[config.mk]
export PLATFORM = sky130hd
export DESIGN_NAME = mux_rr_arbiter
export DESIGN_NICKNAME = d
export VERILOG_FILES = /design/src/rtl/mux_arb_pkg.sv /design/src/rtl/mux_rr_arbiter_rr_pick.sv /design/src/rtl/mux_rr_arbiter.sv
export SDC_FILE = /design/constraint.sdc
export NUM_CORES = 1
export LEC_CHECK = 0
export ABC_AREA = 0
export CAP_MARGIN = 40
export CORE_MARGIN = 4
export CORE_UTILIZATION = 50
export CTS_BUF_LIST = sky130_fd_sc_hd__clkbuf_8
export DETAILED_ROUTE_END_ITERATION = 10
export PLACE_DENSITY_LB_ADDON = 0.12
export SLEW_MARGIN = 40
export SYNTH_ARGS = -nofsm -noshare
export SYNTH_HDL_FRONTEND = slang
export SYNTH_HIERARCHICAL = 1
export SYNTH_SLANG_ARGS = --single-unit
export TNS_END_PERCENT = 30
[constraint.sdc]
create_clock -name clk -period 3.03 [get_ports clk]
set_input_delay 0.4545 -clock clk [delete_from_list [all_inputs] [get_ports clk]]
set_output_delay 0.4545 -clock clk [all_outputs]
set_load 0.03 [all_outputs]
[src/rtl/mux_arb_pkg.sv]
// Shared types and constants for the 4-way round-robin mux arbiter.
package mux_arb_pkg;

  localparam int NUM_REQ   = 4;
  localparam int REQ_IDX_W = 2;

  typedef enum logic {
    IDLE  = 1'b0,
    GRANT = 1'b1
  } arb_state_t;

  typedef logic [NUM_REQ-1:0] req_vec_t;

  // One-hot vector with only bit idx set.
  function automatic req_vec_t onehot(input logic [REQ_IDX_W-1:0] idx);
    return req_vec_t'(1) << idx;
  endfunction

endpackage

[src/rtl/mux_rr_arbiter_rr_pick.sv]
// rr_pick: combinational round-robin search. Returns the first set bit of
// mask, starting at ptr+1 and wrapping, so ptr itself has lowest priority.
module rr_pick
  import mux_arb_pkg::*;
(
  input  logic [REQ_IDX_W-1:0] ptr,
  input  req_vec_t             mask,
  output logic [REQ_IDX_W-1:0] idx,
  output logic                 found
);

  // Scan from the farthest candidate to the nearest so the nearest set bit wins.
  always_comb begin
    logic [REQ_IDX_W-1:0] cand;
    idx   = '0;
    found = 1'b0;
    cand  = '0;
    for (int k = NUM_REQ; k >= 1; k--) begin
      cand = ptr + REQ_IDX_W'(k);
      if (mask[cand]) begin
        idx   = cand;
        found = 1'b1;
      end
    end
  end

endmodule

[src/rtl/mux_rr_arbiter.sv]
// mux_rr_arbiter: round-robin owner selection for a shared 4:1 mux with a
// bounded hold window per owner. Optional per-requester grant counters are
// built when ARB_GRANT_CNT_EN is defined.
module mux_rr_arbiter
  import mux_arb_pkg::*;
#(
  parameter int MAX_HOLD = 8,
  parameter int CNT_W    = 8
) (
  input  logic                   clk,
  input  logic                   reset_n,
  input  logic [NUM_REQ-1:0]     req,
  output logic [NUM_REQ-1:0]     gnt,
  output logic [REQ_IDX_W-1:0]   sel,
  output logic                   busy
`ifdef ARB_GRANT_CNT_EN
  ,
  output logic [NUM_REQ*CNT_W-1:0] grant_cnt
`endif
);

  localparam logic [CNT_W-1:0] HOLD_LAST = CNT_W'(MAX_HOLD - 1);

  arb_state_t           state_q, state_d;
  req_vec_t             gnt_q, gnt_d;
  logic [REQ_IDX_W-1:0] sel_q, sel_d;
  logic                 busy_q, busy_d;
  logic [CNT_W-1:0]     hold_q, hold_d;
  logic [REQ_IDX_W-1:0] last_ptr_q, last_ptr_d;

  req_vec_t             pick_mask;
  logic [REQ_IDX_W-1:0] pick_idx;
  logic                 pick_found;
  logic                 own_req;

  // In GRANT only the other requesters compete; the owner is excluded.
  assign pick_mask = (state_q == GRANT) ? (req & ~gnt_q) : req;

  rr_pick u_pick (
    .ptr   (last_ptr_q),
    .mask  (pick_mask),
    .idx   (pick_idx),
    .found (pick_found)
  );

  // Next-state logic: grant from idle, keep/extend/hand over/release in GRANT.
  always_comb begin
    state_d    = state_q;
    gnt_d      = gnt_q;
    sel_d      = sel_q;
    busy_d     = busy_q;
    hold_d     = hold_q;
    last_ptr_d = last_ptr_q;
    own_req    = |(req & gnt_q);
    case (state_q)
      IDLE: begin
        if (pick_found) begin
          state_d    = GRANT;
          gnt_d      = onehot(pick_idx);
          sel_d      = pick_idx;
          busy_d     = 1'b1;
          hold_d     = '0;
          last_ptr_d = pick_idx;
        end
      end
      GRANT: begin
        if (own_req && (hold_q != HOLD_LAST)) begin
          hold_d = hold_q + 1'b1;
        end else if (pick_found) begin
          // Window expired or owner released with others waiting: no bubble.
          gnt_d      = onehot(pick_idx);
          sel_d      = pick_idx;
          hold_d     = '0;
          last_ptr_d = pick_idx;
        end else if (own_req) begin
          // Nobody else wants the mux: open a fresh window for the owner.
          hold_d = '0;
        end else begin
          // sel keeps its last value; consumers qualify it with busy.
          state_d = IDLE;
          gnt_d   = '0;
          busy_d  = 1'b0;
          hold_d  = '0;
        end
      end
      default: begin
        state_d = IDLE;
        gnt_d   = '0;
        busy_d  = 1'b0;
        hold_d  = '0;
      end
    endcase
  end

  // State register; reset leaves requester 0 as first in line.
  always_ff @(posedge clk or negedge reset_n) begin
    if (!reset_n) begin
      state_q    <= IDLE;
      gnt_q      <= '0;
      sel_q      <= '0;
      busy_q     <= 1'b0;
      hold_q     <= '0;
      last_ptr_q <= REQ_IDX_W'(NUM_REQ - 1);
    end else begin
      state_q    <= state_d;
      gnt_q      <= gnt_d;
      sel_q      <= sel_d;
      busy_q     <= busy_d;
      hold_q     <= hold_d;
      last_ptr_q <= last_ptr_d;
    end
  end

  assign gnt  = gnt_q;
  assign sel  = sel_q;
  assign busy = busy_q;

`ifdef ARB_GRANT_CNT_EN
  localparam logic [CNT_W-1:0] CNT_MAX = '1;

  // A new ownership starts whenever the next grant differs from the current one.
  logic new_owner;
  assign new_owner = busy_d && (gnt_d != gnt_q);

  logic [CNT_W-1:0] cnt_q [NUM_REQ];

  genvar gi;
  generate
    for (gi = 0; gi < NUM_REQ; gi++) begin : g_cnt
      // Saturating count of ownership starts for requester gi.
      always_ff @(posedge clk or negedge reset_n) begin
        if (!reset_n) begin
          cnt_q[gi] <= '0;
        end else if (new_owner && (sel_d == REQ_IDX_W'(gi)) && (cnt_q[gi] != CNT_MAX)) begin
          cnt_q[gi] <= cnt_q[gi] + 1'b1;
        end
      end
      assign grant_cnt[gi*CNT_W +: CNT_W] = cnt_q[gi];
    end
  endgenerate
`endif

endmodule

==> results.cfg, run 1 <==
[sta]
hold_viol_final = 0
post-route-period-util = 0.734
fin_tns_setup_ns = 0
finClkSkew_ns = 0.000921
fin_crit_ns = 2.22
hold_ws_ns = 0.114
worst_slew_pin_slew_ns = 0.540
slew_headroom = 0.637
maxSlewViolCount = 0
fin_ws_ns = 0.807
fmax_ghz = 0.450
setup_viol = 0
rsz0062_at_grt = false

[final_layout]
layout.nets = 122
num_antenna_cells = 0
nFillCells = 161
drive_gt1_frac = 0.202
area_delta_synth_final_pct = 18.2

[clocking]
worstSkewPairLatency_ns = 0.25
cts_buffer_depth = 2
cts_buffers = 3
postCtsResizedCells = 0
clk_pin_slew_ns = 0.07
cts_tree = built
htree_levels = 1
cts_setup_buffers = 0
clock_sinks = 18
holdBufCountCts = 0
root_buffer = clkbuf_8

[grt]
overflow = 0
grt_pass1_wl_mm = 3.71
antenna_found_initial = 0
grt.total_usage = 0.182
grt_max_degree = 19
grt_util_met2 = 0.274
use_met3 = 0.0332
grt_pass1_vias = 802
grt.busiest_layer = met2
grtUsageMet1 = 0.249

[yosys]
synth_area_leaders = dfrtp_1 (38%), mux2_4 (5.7%), dfstp_2 (5.0%)
synth_area_mm2 = 0.00104
yosys.area.top_type = dfrtp_1
synth-edff-count = 0
synth_seq_cells = 18
synthTopCellsByCount = dfrtp_1 (16), nand2_1 (10), nor2_1 (7)
syn-instance-count = 102
yosys_warnings = 6
yosysMostFrequentCell = dfrtp_1
ys_seq_area_frac = 0.434
synthArstFlopShare = 1.00
ys.flop_type = dfrtp_1
yosysUniqueCellTypes = 40
synth_top_area_share = 0.383
avgSynthCellArea_um2 = 10.2
syn_nets = 109

[floorplan]
start_util = 0.527
fp.dieW_um = 53.7
num_rows = 16
dieArea_mm2 = 0.00288
pin_count = 13
die_h_um = 53.7
coreArea_mm2 = 0.00198

[worst_setup_path]
r2r_start = state_q
path_delay_family = compound AO/OA/AOI/OAI gates
setup.worst_path.class = in2reg
rr_worst_depth = 5
path_cells = clkdlybuf4s50_1, a21boi_0, nor2_1, nand2_1, a32o_1, mux2_2
crit_required_ns = 3.17
cp_num_buf_inv = 1
max_stage_delay_ns = 0.48
reg2reg_to = gnt[2]
crit_end = gnt[2]
endpoint_kind = register
cp_num_cells = 6
cp-startpoint = req[1]
path_max_fanout = 9
r2r_slack_ns = 0.97
start_kind = input port
crit_arrival_ns = 2.36
cp_slowest_cell = clkdlybuf4s50_1

[pwr]
leakage_uw = 0.000512
power_density_mw_per_mm2 = 966
ir_drop_uv = 731

[route]
firstDrtPassIters = 4
route.detailed.drc = 0
vias = 814
vias_per_cell = 5.77
drtIter0Drc = 13
antenna_left = 0
wire_per_inst_um = 14.9
wl_mm = 2.09

[place]
dpl_worst_slack_ns = 0.563
place_congestion = 0.792
place.port_buffers = 12
place_hpwl_mm = 1.53

[run]
drv_cap = 0

[status]
outcome = finished, final reports clean

[min_path]
hold_class = in2async
==> through the flow <==
step,utilization,cells,cell area [µm²],total power [µW]
final,0.623,141,1230,1190
after global routing,0.623,141,1230,1280
after CTS,0.624,141,1240,1190
after detailed placement,0.596,137,1180,995
after global placement,0.596,137,1180,976
after floorplan,-,102,1040,829
==> area by class of cell <==
type	count	area (µm²)	share of cell area
clock buffer	4	55.1	0.0446
timing repair buffer	12	115	0.0932
sequential	18	453	0.367
multi-input combinational	79	574	0.465
tap	27	33.8	0.0274
inverter	1	3.75	0.00304
==> routing by layer <==
layer / vias to the layer above / wire length (µm)
met2: 16 / 958
met3: 2 / 60
met5: - / 0
met4: 0 / 24
met1: 395 / 1050
li1: 401 / -
==> power by group <==
| part | internal [µW] | switching, µW | leakage (µW) |
|---|---|---|---|
| Combinational | 294 | 296 | 0.000255 |
| Sequential | 326 | 80.0 | 0.000228 |
| Clock | 115 | 81.1 | 0.0000288 |
==> cells in the final DEF (no fill, tap or decap), types with 2 or more instances in the layout <==
cell,instances
a41oi_1,2
a32o_1,2
a22oi_1,2
nand3_1,4
o21ai_0,2
clkdlybuf4s50_1,11
clkbuf_8,4
nand2_1,10
dfstp_2,2
mux2i_1,2
nand2b_1,5
a21oi_1,3
nor2_1,7
or2_2,2
a21boi_0,5
mux2_2,4
dfrtp_1,16
a31oi_1,5
nor3_1,2
mux2_4,4
==> worst register-to-register path: cells and delay by family, from the launching register on <==
kind | cells | cell delay, ns
AO/OA/AOI/OAI | 2 | 0.77
flip-flops | 1 | 0.49
multiplexers | 1 | 0.36
AND/OR/NAND/NOR | 2 | 0.33
==> worst min path at each step <==
stage,from,to,slack (ns)
3_3_place_gp,sel[1],sel[1],0.50
3_5_place_dp,busy,busy,0.51
5_1_grt,reset_n,sel[1],0.14
2_1_floorplan,reset_n,busy,0.16
4_1_cts,busy,busy,0.52
6_report,reset_n,sel[1],0.11
==> kinds of logic (layout without fill, tap and decap cells) <==
logic type	count (synthesis)	in the layout	share of synthesized area
AO/OA/AOI/OAI	28	28	0.206
XOR/XNOR	1	1	0.00838
adder cells (fa/ha/maj)	1	1	0.0120
buffers and inverters	5	17	0.0203
flip-flops	18	18	0.434
multiplexers	10	10	0.120
AND/OR/NAND/NOR	39	39	0.200
==> flip-flops by register name, indices dropped and copies added, names as in the netlist <==
signal,count
hold_q,8
last_ptr_q,2
gnt,4
sel,2
state_q,1
busy,1
Power figures use the tool's default switching activity.
==> run 2, diff against run 1 <==
- clock period: 3.03 -> 1.92 ns (I/O delays scaled with it)
==> run 2 against run 1 <==
Effect of this change:
- clock power is 52% higher
- power is 67% higher
- global-route usage up 0.45 points
- die area stayed put
- hold slack gained 0.21 ns
- cell count up 11%
- clock skew grew 0.0010 ns
- sequential power up 55%
- sequential share of layout area shrank 3.4 points
- register-to-register slack got worse by 0.92 ns
- routed wire length rose by 4.3%
- non-clock buffer count is 16 higher
- critical path type is now reg2reg
- largest power group unchanged
==> results.cfg, run 2 (same netlist as run 1, synthesis figures left out) <==
[place]
place_congestion = 0.887
place_area_mm2 = 0.00129
place.port_buffers = 12
dpl_worst_slack_ns = -0.202
place_hpwl_mm = 1.65

[route]
firstDrtPassIters = 4
vias_per_cell = 5.55
wire_per_inst_um = 13.9
route.detailed.drc = 0
vias = 872
antenna_left = 0
wl_mm = 2.19
drtIter0Drc = 11

[sta]
post-route-period-util = 0.973
hold_viol_final = 0
worst_slew_pin_slew_ns = 0.383
finClkSkew_ns = 0.00194
maxSlewViolCount = 0
slew_headroom = 0.744
setup_viol = 0
fin_ws_ns = 0.0523
rsz0062_at_grt = true
fin_crit_ns = 1.87
fmax_ghz = 0.535
hold_ws_ns = 0.321

[floorplan]
fp.dieW_um = 53.7
die_h_um = 53.7
dieArea_mm2 = 0.00288
pin_count = 13
start_util = 0.527
coreArea_mm2 = 0.00198
num_rows = 16

[worst_setup_path]
path_max_fanout = 5
rr_worst_depth = 5
r2r_start = hold_q[0]
reg2reg_to = sel[1]
crit_required_ns = 2.06
setup.worst_path.class = reg2reg
max_stage_delay_ns = 0.45
endpoint_kind = register
path_delay_family = simple AND/OR/NAND/NOR gates
cp_num_buf_inv = 0
cp_slowest_cell = or4_4
crit_arrival_ns = 2.00
start_kind = register
r2r_slack_ns = 0.05
path_cells = ha_2, nand4bb_1, or4_4, a21bo_4, mux2_4

[clocking]
root_buffer = clkbuf_8
cts_buffer_depth = 2
worstSkewPairLatency_ns = 0.25
htree_levels = 1
holdBufCountCts = 0
cts_tree = built
clock_sinks = 18
cts_buffers = 3
clk_pin_slew_ns = 0.06

[min_path]
hold_class = in2async

[final_layout]
most-common-layout-cells = dfrtp_1 (16), buf_4 (16), clkdlybuf4s50_1 (12), nand2_1 (10), nor2_1 (7)
drive_gt1_frac = 0.300
largest_reg_flops = 8
final_area_mm2 = 0.00136
layout.nets = 138
num_antenna_cells = 0
area_delta_synth_final_pct = 30.2
max_flop_register = hold_q

[grt]
grt_pass1_wl_mm = 3.84
antenna_found_initial = 0
grt.total_usage = 0.186
grt_max_degree = 13
overflow = 0
grt_pass1_vias = 856

[pwr]
leakage_uw = 0.000591
finalPower_uw = 1990
power_density_mw_per_mm2 = 1460
ir_drop_uv = 1040

[run]
drv_cap = 0

[status]
outcome = finished, final reports clean
[run 2: changes by cell type in the layout (fill, tap and decap cells not counted)]
cell / delta
a21boi_0: -2
a21boi_1: +3
a21boi_2: -1
a32o_1: -1
a32o_2: +1
buf_2: -1
buf_4: +16
clkdlybuf4s50_1: +1
ha_1: -1
ha_2: +1
[run 2: worst reg2reg max path, stage by stage (launching register included)]
cell	delay, ns
dfrtp_1	0.42
ha_2	0.21
nand4bb_1	0.13
or4_4	0.45
a21bo_4	0.26
mux2_4	0.30
[run 2: report_power, final]
part	internal, µW	switching, µW
registers	515	115
clock network	182	117
logic	562	497
[run 2: worst max-delay path by stage]
stage / cells past startpoint / end / slack [ns] / from
3_3_place_gp: 7 / gnt[3] / -0.14 / req[2]
4_1_cts: 5 / sel[1] / 0.07 / hold_q[0]
2_1_floorplan: 5 / sel[0] / 0.1 / hold_q[0]
5_1_grt: 5 / sel[0] / -0.03 / hold_q[0]
6_report: 5 / sel[1] / 0.05 / hold_q[0]
3_5_place_dp: 7 / gnt[3] / -0.20 / req[2]
[run 2: final cells by class]
type	instances	area [µm²]
Sequential cell	18	453
Inverter	1	3.75
Fill cell	147	622
Timing Repair Buffer	28	240
Tap cell	27	33.8
Clock buffer	4	55.1
Multi-Input combinational cell	79	574
[run 2: per-layer routing]
metal / up-vias / GRT usage / share of wire
li1: 441 / - / -
met1: 415 / 0.255 / 0.51
met2: 16 / 0.270 / 0.44
met3: 0 / 0.0693 / 0.047
met4: 0 / 0.0596 / 0
met5: - / 0 / 0
[run 2: what timing repair did]
action | CTS | global route
setup endpoints to repair | 0 | 8
setup buffers | 0 | 1
hold endpoints to repair | 0 | 0
resized for setup | 0 | 4
[run 2: through the flow]
step / util / setup TNS, ns / std cells
floorplan: - / 0 / 102
global placement: 0.653 / -1.25 / 152
detailed placement: 0.653 / -1.71 / 152
CTS: 0.681 / 0 / 156
global route: 0.686 / -0.0584 / 157
finish: 0.686 / 0 / 157
